==> config.mk <==
export PLATFORM = sky130hd
export DESIGN_NAME = reg_xfer_seq
export DESIGN_NICKNAME = d
export VERILOG_FILES = /design/src/rtl/reg_xfer_seq.sv
export SDC_FILE = /design/constraint.sdc
export NUM_CORES = 1
export LEC_CHECK = 0
export CAP_MARGIN = 20
export CORE_ASPECT_RATIO = 0.5
export CORE_MARGIN = 2
export CORE_UTILIZATION = 45
export CTS_CLUSTER_SIZE = 40
export DETAILED_ROUTE_END_ITERATION = 16
export GPL_TIMING_DRIVEN = 0
export PLACE_DENSITY = 0.83
export SLEW_MARGIN = 5
export SYNTH_ARGS = -nofsm -noshare
export SYNTH_HDL_FRONTEND = slang
export SYNTH_SLANG_ARGS = --single-unit
==> constraint.sdc <==
create_clock -name clk_i -period 3.6 [get_ports clk_i]
set_clock_uncertainty 0.05 [all_clocks]
set_input_delay 0.72 -clock clk_i [delete_from_list [all_inputs] [get_ports clk_i]]
set_output_delay 0.72 -clock clk_i [all_outputs]
set_load 0.02 [all_outputs]
==> src/rtl/reg_xfer_seq.sv <==
// -----------------------------------------------------------------------------
// reg_xfer_seq
//
// Sequences one 8-bit register transfer / increment / decrement instruction
// (TAX, TAY, TXA, TYA, TSX, TXS, INX, DEX, INY, DEY) against an external
// register file. It reads the source register, writes the result to the
// destination, then does a read-modify-write of the status register P to
// update N (bit 7) and Z (bit 1). TXS skips the flag update. Illegal opcodes
// complete at once with an error and never touch the register file.
//
// Ports
//   clk_i            single clock, rising edge
//   rst_i            synchronous active-high reset
//   start_i          request to execute op_i (sampled only while idle)
//   op_i[3:0]        opcode, 0..9 legal, 10..15 illegal
//   busy_o           high whenever an operation is in flight (incl. DONE)
//   done_o           one-cycle completion pulse
//   err_o            valid with done_o, high for an illegal opcode
//   reg_addr_o[2:0]  register-file address: A=0 X=1 Y=2 S=3 P=4
//   reg_we_o         register-file write enable
//   reg_data_o[15:0] write data, always {8'h00, value}
//   reg_read_data_i  combinational read data for reg_addr_o; [15:8] ignored
// -----------------------------------------------------------------------------
module reg_xfer_seq (
    input  logic        clk_i,
    input  logic        rst_i,
    input  logic        start_i,
    input  logic [3:0]  op_i,
    output logic        busy_o,
    output logic        done_o,
    output logic        err_o,
    output logic [2:0]  reg_addr_o,
    output logic        reg_we_o,
    output logic [15:0] reg_data_o,
    input  logic [15:0] reg_read_data_i
);

    typedef enum logic [2:0] {
        REG_A = 3'd0,
        REG_X = 3'd1,
        REG_Y = 3'd2,
        REG_S = 3'd3,
        REG_P = 3'd4
    } reg_id_t;

    typedef enum logic [2:0] {
        IDLE   = 3'd0,
        RD_SRC = 3'd1,
        WR_DST = 3'd2,
        RD_P   = 3'd3,
        WR_P   = 3'd4,
        DONE   = 3'd5
    } state_t;

    localparam logic [3:0] OP_TAX = 4'd0;
    localparam logic [3:0] OP_TAY = 4'd1;
    localparam logic [3:0] OP_TXA = 4'd2;
    localparam logic [3:0] OP_TYA = 4'd3;
    localparam logic [3:0] OP_TSX = 4'd4;
    localparam logic [3:0] OP_TXS = 4'd5;
    localparam logic [3:0] OP_INX = 4'd6;
    localparam logic [3:0] OP_DEX = 4'd7;
    localparam logic [3:0] OP_INY = 4'd8;
    localparam logic [3:0] OP_DEY = 4'd9;

    // Source register of each legal opcode.
    function automatic reg_id_t src_of(input logic [3:0] op);
        case (op)
            OP_TAX, OP_TAY:                 src_of = REG_A;
            OP_TXA, OP_TXS, OP_INX, OP_DEX: src_of = REG_X;
            OP_TYA, OP_INY, OP_DEY:         src_of = REG_Y;
            OP_TSX:                         src_of = REG_S;
            default:                        src_of = REG_A;
        endcase
    endfunction

    // Destination register of each legal opcode.
    function automatic reg_id_t dst_of(input logic [3:0] op);
        case (op)
            OP_TAX, OP_TSX, OP_INX, OP_DEX: dst_of = REG_X;
            OP_TAY, OP_INY, OP_DEY:         dst_of = REG_Y;
            OP_TXA, OP_TYA:                 dst_of = REG_A;
            OP_TXS:                         dst_of = REG_S;
            default:                        dst_of = REG_A;
        endcase
    endfunction

    // Transfers pass through; increments/decrements wrap modulo 256.
    function automatic logic [7:0] calc_result(input logic [3:0] op,
                                               input logic [7:0] v);
        case (op)
            OP_INX, OP_INY: calc_result = v + 8'd1;
            OP_DEX, OP_DEY: calc_result = v - 8'd1;
            default:        calc_result = v;
        endcase
    endfunction

    // Replace N (bit 7) and Z (bit 1) of P, keeping every other bit.
    function automatic logic [7:0] merge_flags(input logic [7:0] p,
                                               input logic [7:0] r);
        merge_flags = (p & 8'h7D)
                    | {r[7], 7'b000_0000}
                    | {6'b00_0000, (r == 8'h00), 1'b0};
    endfunction

    state_t     state_q;
    state_t     state_nxt;
    logic [3:0] op_q;
    logic       err_q;
    logic [7:0] res_q;
    logic [7:0] p_q;

    always_ff @(posedge clk_i) begin
        if (rst_i) begin
            state_q <= IDLE;
            op_q    <= 4'd0;
            err_q   <= 1'b0;
            res_q   <= 8'h00;
            p_q     <= 8'h00;
        end else begin
            state_q <= state_nxt;
            case (state_q)
                IDLE: begin
                    if (start_i) begin
                        op_q  <= op_i;
                        err_q <= (op_i > OP_DEY);
                    end
                end
                // Source value captured on the RD_SRC exit edge; the result is
                // formed here so WR_DST drives a registered value.
                RD_SRC: res_q <= calc_result(op_q, reg_read_data_i[7:0]);
                // P captured on the RD_P exit edge for the read-modify-write.
                RD_P:   p_q   <= reg_read_data_i[7:0];
                default: ;
            endcase
        end
    end

    always_comb begin
        state_nxt  = state_q;
        busy_o     = 1'b1;
        done_o     = 1'b0;
        err_o      = 1'b0;
        reg_addr_o = REG_A;
        reg_we_o   = 1'b0;
        reg_data_o = 16'h0000;

        case (state_q)
            IDLE: begin
                busy_o = 1'b0;
                if (start_i) begin
                    state_nxt = (op_i > OP_DEY) ? DONE : RD_SRC;
                end
            end
            RD_SRC: begin
                reg_addr_o = src_of(op_q);
                state_nxt  = WR_DST;
            end
            WR_DST: begin
                reg_addr_o = dst_of(op_q);
                reg_we_o   = 1'b1;
                reg_data_o = {8'h00, res_q};
                // TXS loads the stack pointer and leaves the flags alone.
                state_nxt  = (op_q == OP_TXS) ? DONE : RD_P;
            end
            RD_P: begin
                reg_addr_o = REG_P;
                state_nxt  = WR_P;
            end
            WR_P: begin
                reg_addr_o = REG_P;
                reg_we_o   = 1'b1;
                reg_data_o = {8'h00, merge_flags(p_q, res_q)};
                state_nxt  = DONE;
            end
            DONE: begin
                done_o    = 1'b1;
                err_o     = err_q;
                state_nxt = IDLE;
            end
            default: begin
                state_nxt = IDLE;
            end
        endcase
    end

endmodule

* Yosys cells after proc, flatten, opt, wreduce, memory -nomap -nowiden
Memory sizes are Yosys's and may differ from the RTL's. A register that Yosys moved wholly into a read port is not among the register bits. Cells that the tools add are included.
Cells by class: bitwise operators 2, magnitude comparators 1, muxes and demuxes 15, add/sub/neg operators 2, reductions and logical operators 7, equality and inequality tests 11
Operators by type and width (number):
- case mux 8 bit (2 select lines) | 2
- two-way mux 4 bit | 4
- case mux 3 bit (5 select lines) | 1
- == test 4 x 3 -> 1 bit (second input constant) | 3
- two-way mux 3 bit | 3
- case mux 3 bit (3 select lines) | 1
- adder 8 x 1 -> 8 bit (second input constant) | 1
- == test 4 bit (second input constant) | 2
- logical NOT 8 bit | 1
- bitwise OR 7 x 8 -> 8 bit | 1
- bitwise OR 8 x 2 -> 8 bit | 1
- OR reduction 2 bit | 4
- subtractor 8 x 1 -> 8 bit (second input constant) | 1
- == test 3 x 2 -> 1 bit (second input constant) | 2
- == test 3 bit (second input constant) | 2
- > comparator 4 bit (second input constant) | 1
- two-way mux 1 bit | 4
- == test 3 x 1 -> 1 bit (second input constant) | 1
- logical NOT 3 bit | 1
- != test 2 bit (second input constant) | 1
- AND reduction 2 bit | 1
Storage, ports and cells: register bits 23, word-level logic and storage cells 45, bits of input ports 23, output and inout bits 23, memories 2, bits in read-only memories 64
Memories:
- (no name shown) | words 16, bits a word 2, rd ports 1, clocked after memory_dff 1, wr ports 0, line 68 | case (op)
- (no name shown) | words 16, bits a word 2, rd ports 1, clocked after memory_dff 1, wr ports 0, line 79 | case (op)

* Longest topological paths before layout
Gate-level depths: netlist of run 1.
depth in word-level cells 4, gate-level depth with buffers 11, gate-level depth less buffers 11

* Least setup slack after synthesis of run 1
OpenSTA, ideal clock, no wires.
path type reg-to-reg, from reg op_q[2], to reg res_q[6], setup time 0.095 ns, cell stages (with the launch flop) 11, data required time 3.455 ns, clock period less this slack 2.688 ns, path buffers 0, data arrival time 2.542 ns, slack 0.912 ns, cell sequence dfxtp_1 > nand2_1 > o21ai_1 > and2_1 > ha_1 > a21o_1 > a21oi_1 > nor2b_1 > o21ai_0 > mux2_2 > a221oi_1
Between the ends: longest elaborated chain between the ends 3, elaborated cells on any way between the ends 7, classes of those cells eq/ne: 4; mux: 1; reduce/logical: 2
RTL lines:
- start: declaration | line 108 | logic [3:0] op_q;
- start signal: assignment | line 125 | op_q <= op_i;
- == test 4 x 3 -> 1 bit / == test 4 bit (equally long branches) | line 91 | case (op)
- OR reduction 2 bit | line 91
- case mux 8 bit (2 select lines) (*) | line 91
- end signal: assignment | line 131 | RD_SRC: res_q <= calc_result(op_q, reg_read_data_i[7:0]);
- end: declaration | line 110 | logic [7:0] res_q;
Every way passes the cells marked *; elsewhere a longest branch is shown, timed or not. A chain may end at the register's enable or synchronous reset.

* Worst setup path in the final report of run 1
from reg state_q[1], to out reg_data_o[5]
Between the ends: longest elaborated chain between the ends 2, elaborated cells on any way between the ends 3, classes of those cells eq/ne: 2; mux: 1
RTL lines:
- start: declaration | line 106 | state_t state_q;
- start signal: assignment | line 121 | state_q <= state_nxt;
- == test 3 bit / == test 3 x 2 -> 1 bit (equally long branches) | line 148 | case (state_q)
- case mux 8 bit (2 select lines) (*) | line 148
- end: declaration | line 34 | output logic [15:0] reg_data_o,
Marks and branches as above.

==> flow_metrics.tcl, run 1 <==
set metrics [dict create \
    status "complete, no violations" \
    cts_setup_buffers 0 \
    hpwl_mm 3.23 \
    r2r_cells 10 \
    io_buffers 29 \
    ys_async_sr_fraction_pct 0 \
    drv_slew 0 \
    drt_iter0_markers 158 \
    ys_top_cells_by_count "nand2_1 (30), nor2_1 (27), dfxtp_1 (26)" \
    register_area_um2 520 \
    worst_pin_slew_ns 0.622 \
    grt.total_usage_pct 21.8 \
    setup_viol_count_final 0 \
    drt_wl_total_mm 4.14 \
    yosysMostFrequentCell "nand2_1" \
    synth_cell_types 48 \
    syn_avg_cell_area_um2 7.79 \
    p_leak_nw 0.822 \
    area_delta_synth_final_pct 26.6 \
    fp.coreArea_um2 3470 \
    rr_endpoint "res_q[6]" \
    cp.required_ns 2.83 \
    fillers 306 \
    worst-path-max-fanout 10 \
    rr_startpoint "op_q[1]" \
    rows 15 \
    gp_congestion 0.869 \
    vias_per_cell 5.55 \
    nNetsFinal 283 \
    synth-warning-count 0 \
    clock_path_buffers 2 \
    grt_max_degree 15 \
    synth_top_area_share_pct 31.7 \
    routedWlPerCell_um 13.7 \
    drv_cap 0 \
    root_buffer "clkbuf_8" \
    dr_total_vias 1675 \
    worstSetupEndpoint "reg_data_o[5]" \
    min_period_over_period_pct 93.8 \
    yosys_most_used_dff "dfxtp_1" \
    grt_pass1_wl_mm 6.92 \
    cts_buffers 3 \
    syn_area_um2 1640 \
    grt_overflow 0 \
    die_height_um 46.7 \
    htreeDepth 1 \
    layout-drive-gt1-share_pct 9.16 \
    hold_violations 0 \
    crit_type "flip-flop to output pin" \
    initial_core_util_pct 47.4 \
    fmax_ghz 0.296 \
    synth_top_area_cell "dfxtp_1" \
    crit_start "state_q[1]" \
    synth_seq_cells 26 \
    die_w_um 89.5 \
    seq_area_frac_synth_pct 31.7 \
    setup_ws_ns 0.223 \
    drt_first_pass_iters 5 \
    cts_tree "done" \
    drtAntennaViolNets 0 \
    drc 0 \
    io_pins 46 \
    hold_class "flip-flop to flip-flop" \
    fin_setup_tns_ns 0 \
    synth_edf_count 0 \
    antenna_found_initial 0 \
    multiInputGateArea_um2 1030 \
    max-slew-margin-rel_pct 58.3 \
    crit_arrival_ns 2.61 \
    cts_sinks 26 \
    dieArea_um2 4180 \
    place_ws_ns 0.408 \
    powerDensity_nw_per_um2 373 \
    irDropWorstVdd_uv 157 \
    synth_cells 211 \
    antenna_cells 0 \
    synth.area.top_cells "dfxtp_1 (32%), nand2_1 (6.8%), nor2_1 (6.2%), a21oi_1 (5.5%), ha_1 (5.3%)" \
    fin_crit_ns 3.38 \
    grt_setup_unrepaired "false" \
    endpoint_kind "output pin" \
    worstSkewPairLatency_ns 0.27 \
    worstSetupStartpointType "flip-flop" \
    r2r_slack_ns 0.53 \
    path_clk_slew_ns 0.09 \
    grt_pass1_vias 1398 \
]
[cell type report]
| class | count | area share [%] |
|---|---|---|
| plain buffers | 18 | 5.11 |
| well taps | 51 | 3.07 |
| inverters | 4 | 0.722 |
| repair buffers | 29 | 14.0 |
| flip-flops and latches | 26 | 25.0 |
| clock buffers | 4 | 2.65 |
| multi-input cells | 170 | 49.5 |
[power by group]
group / internal, mW / switching (mW) / leakage [nW]
clock network: 0.0979 / 0.0940 / 0.0288
logic: 0.106 / 0.139 / 0.580
registers: 0.316 / 0.0227 / 0.213
[per-layer routing]
metal | share of wire (%) | vias up | GRT usage [%]
li1 | - | 819 | -
met1 | 47 | 790 | 31.4
met2 | 45 | 64 | 34.5
met3 | 7.1 | 2 | 5.10
met4 | 0.46 | 0 | 3.58
met5 | 0 | - | 0
[timing repair]
action	CTS	global route
gates resized for setup	0	2
setup endpoints to repair	0	5
hold buffers	0	0
hold endpoints to repair	0	0
[placed cells by master (no fill, tap or decap), types with 3 or more instances in the layout]
cell type / Yosys / final
o21a_1: 4 / 4
o211ai_1: 3 / 3
xnor2_1: 4 / 4
clkbuf_8: 0 / 4
clkdlybuf4s50_1: 0 / 29
a211oi_1: 6 / 6
or3_1: 3 / 3
a22oi_1: 8 / 8
conb_1: 1 / 8
clkbuf_1: 8 / 7
buf_4: 8 / 8
nor2_1: 27 / 27
dfxtp_1: 26 / 26
nor2b_1: 3 / 3
a21oi_1: 18 / 18
nor3_1: 6 / 6
ha_1: 7 / 7
nand2_1: 30 / 30
and2_1: 3 / 3
nand3_1: 7 / 7
o21ai_0: 4 / 4
[worst max-delay path, cell delays in order (launching register included)]
cell and delay [ns]:
dfxtp_1 0.41, clkbuf_1 0.36, inv_1 0.14, nor2_1 0.29, clkbuf_2 0.28, a22oi_1 0.12
nor2_1 0.12, clkdlybuf4s50_1 0.61
[how the worst min path moves through the flow]
stage | cells past startpoint | slack (ns) | start | to
floorplan | 2 | 0.39 | p_q[2] | p_q[2]
detailed placement | 2 | 0.40 | p_q[6] | p_q[6]
global placement | 2 | 0.39 | p_q[2] | p_q[2]
finish | 2 | 0.42 | p_q[6] | p_q[6]
CTS | 2 | 0.41 | p_q[6] | p_q[6]
global route | 2 | 0.44 | p_q[2] | p_q[2]
[kinds of logic (layout without fill, tap and decap cells)]
family | after synthesis | in the layout | synth area share [%]
flops | 26 | 26 | 31.7
compound gates | 56 | 56 | 22.8
fa+ha+maj | 8 | 8 | 6.54
buf+inv | 22 | 55 | 7.31
other cells | 1 | 8 | 0.228
mux | 4 | 4 | 2.59
simple gates | 88 | 88 | 25.7
xor+xnor | 6 | 6 | 3.20
[metrics by stage]
| stage | hold WS, ns | std cells | total power [mW] | utilization, % | cell area, um2 |
|---|---|---|---|---|---|
| after global placement | 0.393 | 298 | 0.579 | 58.3 | 2020 |
| after floorplan | 0.386 | 218 | 0.505 | - | 1670 |
| final | 0.416 | 302 | 0.776 | 59.9 | 2080 |
| after detailed placement | 0.401 | 298 | 0.587 | 58.3 | 2020 |
| after CTS | 0.414 | 302 | 0.774 | 59.9 | 2080 |
| after global routing | 0.436 | 302 | 0.823 | 59.9 | 2080 |
Power figures use the tool's default switching activity.
==> inputs of run 2 (changes only) <==
- CAP_MARGIN: 20 -> 30
==> results of run 2 <==
Same layout as run 1: the final DEF is identical, and so are final timing and power.
==> inputs of run 3 (changes only) <==
- PLACE_DENSITY: 0.83 -> default
- PLACE_DENSITY_LB_ADDON: default -> 0.15
- SKIP_LAST_GASP: default -> 1
==> run 3 against run 2 <==
Fmax decreased by 1.6%. First-iteration DRC count fell by 30%. Die area unchanged. Clock power down 15%. Non-clock buffer count unchanged. Largest cell class unchanged. Global-route usage fell by 2.6 points. Design area shrank 0.66%. Highest routed layer unchanged. Final cell count down 0.33%. Power fell by 4.3%.
==> flow_metrics.tcl, run 3 (synthesis gave the netlist of run 1 again) <==
set metrics [dict create \
    rr_endpoint "res_q[7]" \
    fillers 321 \
    fp.coreArea_um2 3470 \
    p_int_mw 0.497 \
    cts_buffers 3 \
    vias_per_cell 5.13 \
    fin_cells 301 \
    antenna_cells 0 \
    powerDensity_nw_per_um2 359 \
    r2r_cells 10 \
    pwr-share-clk_pct 22.1 \
    final_cell_mix "nand2_1 (30), clkdlybuf4s50_1 (29), nor2_1 (27)" \
    p_comb_share_pct 32.7 \
    drt_wl_total_mm 3.79 \
    grt_overflow 0 \
    p_sw_mw 0.246 \
    hold_start "p_q[3]" \
    dpl.cell_count 298 \
    fmax_ghz 0.291 \
    drt_first_pass_iters 4 \
    fin_util_pct 59.5 \
    fin_setup_tns_ns 0 \
    register_area_um2 520 \
    worstSetupStartpointType "flip-flop" \
    irDropWorstVdd_uv 174 \
    drtAntennaViolNets 0 \
    max-slew-margin-rel_pct 59.8 \
    rr_startpoint "op_q[2]" \
    drv_slew 0 \
    min_path_cells 2 \
    worstSkewPairLatency_ns 0.27 \
    worst-path-max-fanout 10 \
    gp_congestion 0.897 \
    endpoint_kind "output pin" \
    grt_max_degree 14 \
    grt.total_usage_pct 19.2 \
    final_common_cell "nand2_1" \
    multiInputGateArea_um2 1030 \
    hold_buffers 0 \
    clock_path_buffers 2 \
    grt_pass1_vias 1288 \
    grt_pass1_wl_mm 6.02 \
    sw_frac_of_total_pct 33.1 \
    setup_viol_count_final 0 \
    drt_iter0_markers 111 \
    die_height_um 46.7 \
    io_pins 46 \
    cts_setup_buffers 0 \
    crit_start "state_q[1]" \
    min_to "p_q[3]" \
    fin_crit_ns 3.43 \
    root_buffer "clkbuf_8" \
    nNetsFinal 283 \
    initial_core_util_pct 47.4 \
    postCtsResizedCells 0 \
    place_ws_ns 0.369 \
    r2r_slack_ns 0.58 \
    crit_type "flip-flop to output pin" \
    cts_sinks 26 \
    area_delta_synth_final_pct 25.7 \
    drv_cap 0 \
    whs_ns 0.414 \
    hold_violations 0 \
    routedWlPerCell_um 12.6 \
    worst_pin_slew_ns 0.600 \
    min_period_over_period_pct 95.3 \
    setup_ws_ns 0.168 \
    dieArea_um2 4180 \
    io_buffers 29 \
    hold_class "flip-flop to flip-flop" \
    cts_tree "done" \
    power_frac_seq_pct 45.2 \
    grt_setup_unrepaired "false" \
    dr_total_vias 1544 \
    rows 15 \
    path_clk_slew_ns 0.09 \
    layout-drive-gt1-share_pct 8.80 \
    hpwl_mm 2.98 \
    drc 0 \
    cp.required_ns 2.83 \
    die_w_um 89.5 \
    antenna_found_initial 0 \
    crit_arrival_ns 2.66 \
    status "complete, no violations" \
    htreeDepth 1 \
    p_leak_nw 0.815 \
]
-- run 3: cell types whose count changed in the layout (fill, tap and decap cells not counted), sizes merged --
cell    delta
clkbuf     -1
-- run 3: how the worst max path moves through the flow --
| stage | to | slack, ns | cells after the start |
|---|---|---|---|
| 2_1_floorplan | res_q[6] | 0.91 | 10 |
| 3_3_place_gp | reg_data_o[0] | 0.38 | 7 |
| 3_5_place_dp | reg_data_o[5] | 0.37 | 7 |
| 4_1_cts | reg_data_o[5] | 0.05 | 7 |
| 5_1_grt | reg_data_o[3] | 0.02 | 7 |
| 6_report | reg_data_o[0] | 0.17 | 7 |
-- run 3: power by group through the flow --
| stage | combinational [mW] | clock, mW | sequential, mW |
|---|---|---|---|
| 6_report | 0.243 | 0.164 | 0.336 |
| 5_1_grt | 0.268 | 0.178 | 0.339 |
| 4_1_cts | 0.242 | 0.166 | 0.335 |
| 3_5_place_dp | 0.241 | 0 | 0.342 |
| 3_3_place_gp | 0.238 | 0 | 0.341 |
| 2_1_floorplan | 0.169 | 0 | 0.336 |
-- run 3: metal layers --
| layer | global-route usage (%) | routed length, um | part of all wire, % |
|---|---|---|---|
| met1 | 26.9 | 1960 | 52 |
| met3 | 4.92 | 213 | 5.6 |
| met2 | 30.4 | 1600 | 42 |
| met5 | 0 | 0 | 0 |
| met4 | 4.48 | 23 | 0.61 |
-- run 3: cell type report --
type                       count  area share, %
buffer                        18           5.15
clock buffer                   3           2.00
inverter                       4          0.726
multi-input combinational    170           49.8
sequential                    26           25.2
tap                           51           3.09
timing repair buffer          29           14.0
-- run 3: metrics by stage --
step / total power, mW / area [um2]
finish: 0.743 / 2070
CTS: 0.744 / 2070
global route: 0.786 / 2070
floorplan: 0.505 / 1670
detailed placement: 0.583 / 2020
global placement: 0.580 / 2020
-- run 3: critical path: stages (launching register included) --
cell and delay (ns):
dfxtp_1 0.40, clkbuf_1 0.38, inv_1 0.14, nor2_1 0.32, clkbuf_2 0.30, a22oi_1 0.12, nor2_1 0.12, clkdlybuf4s50_1 0.61
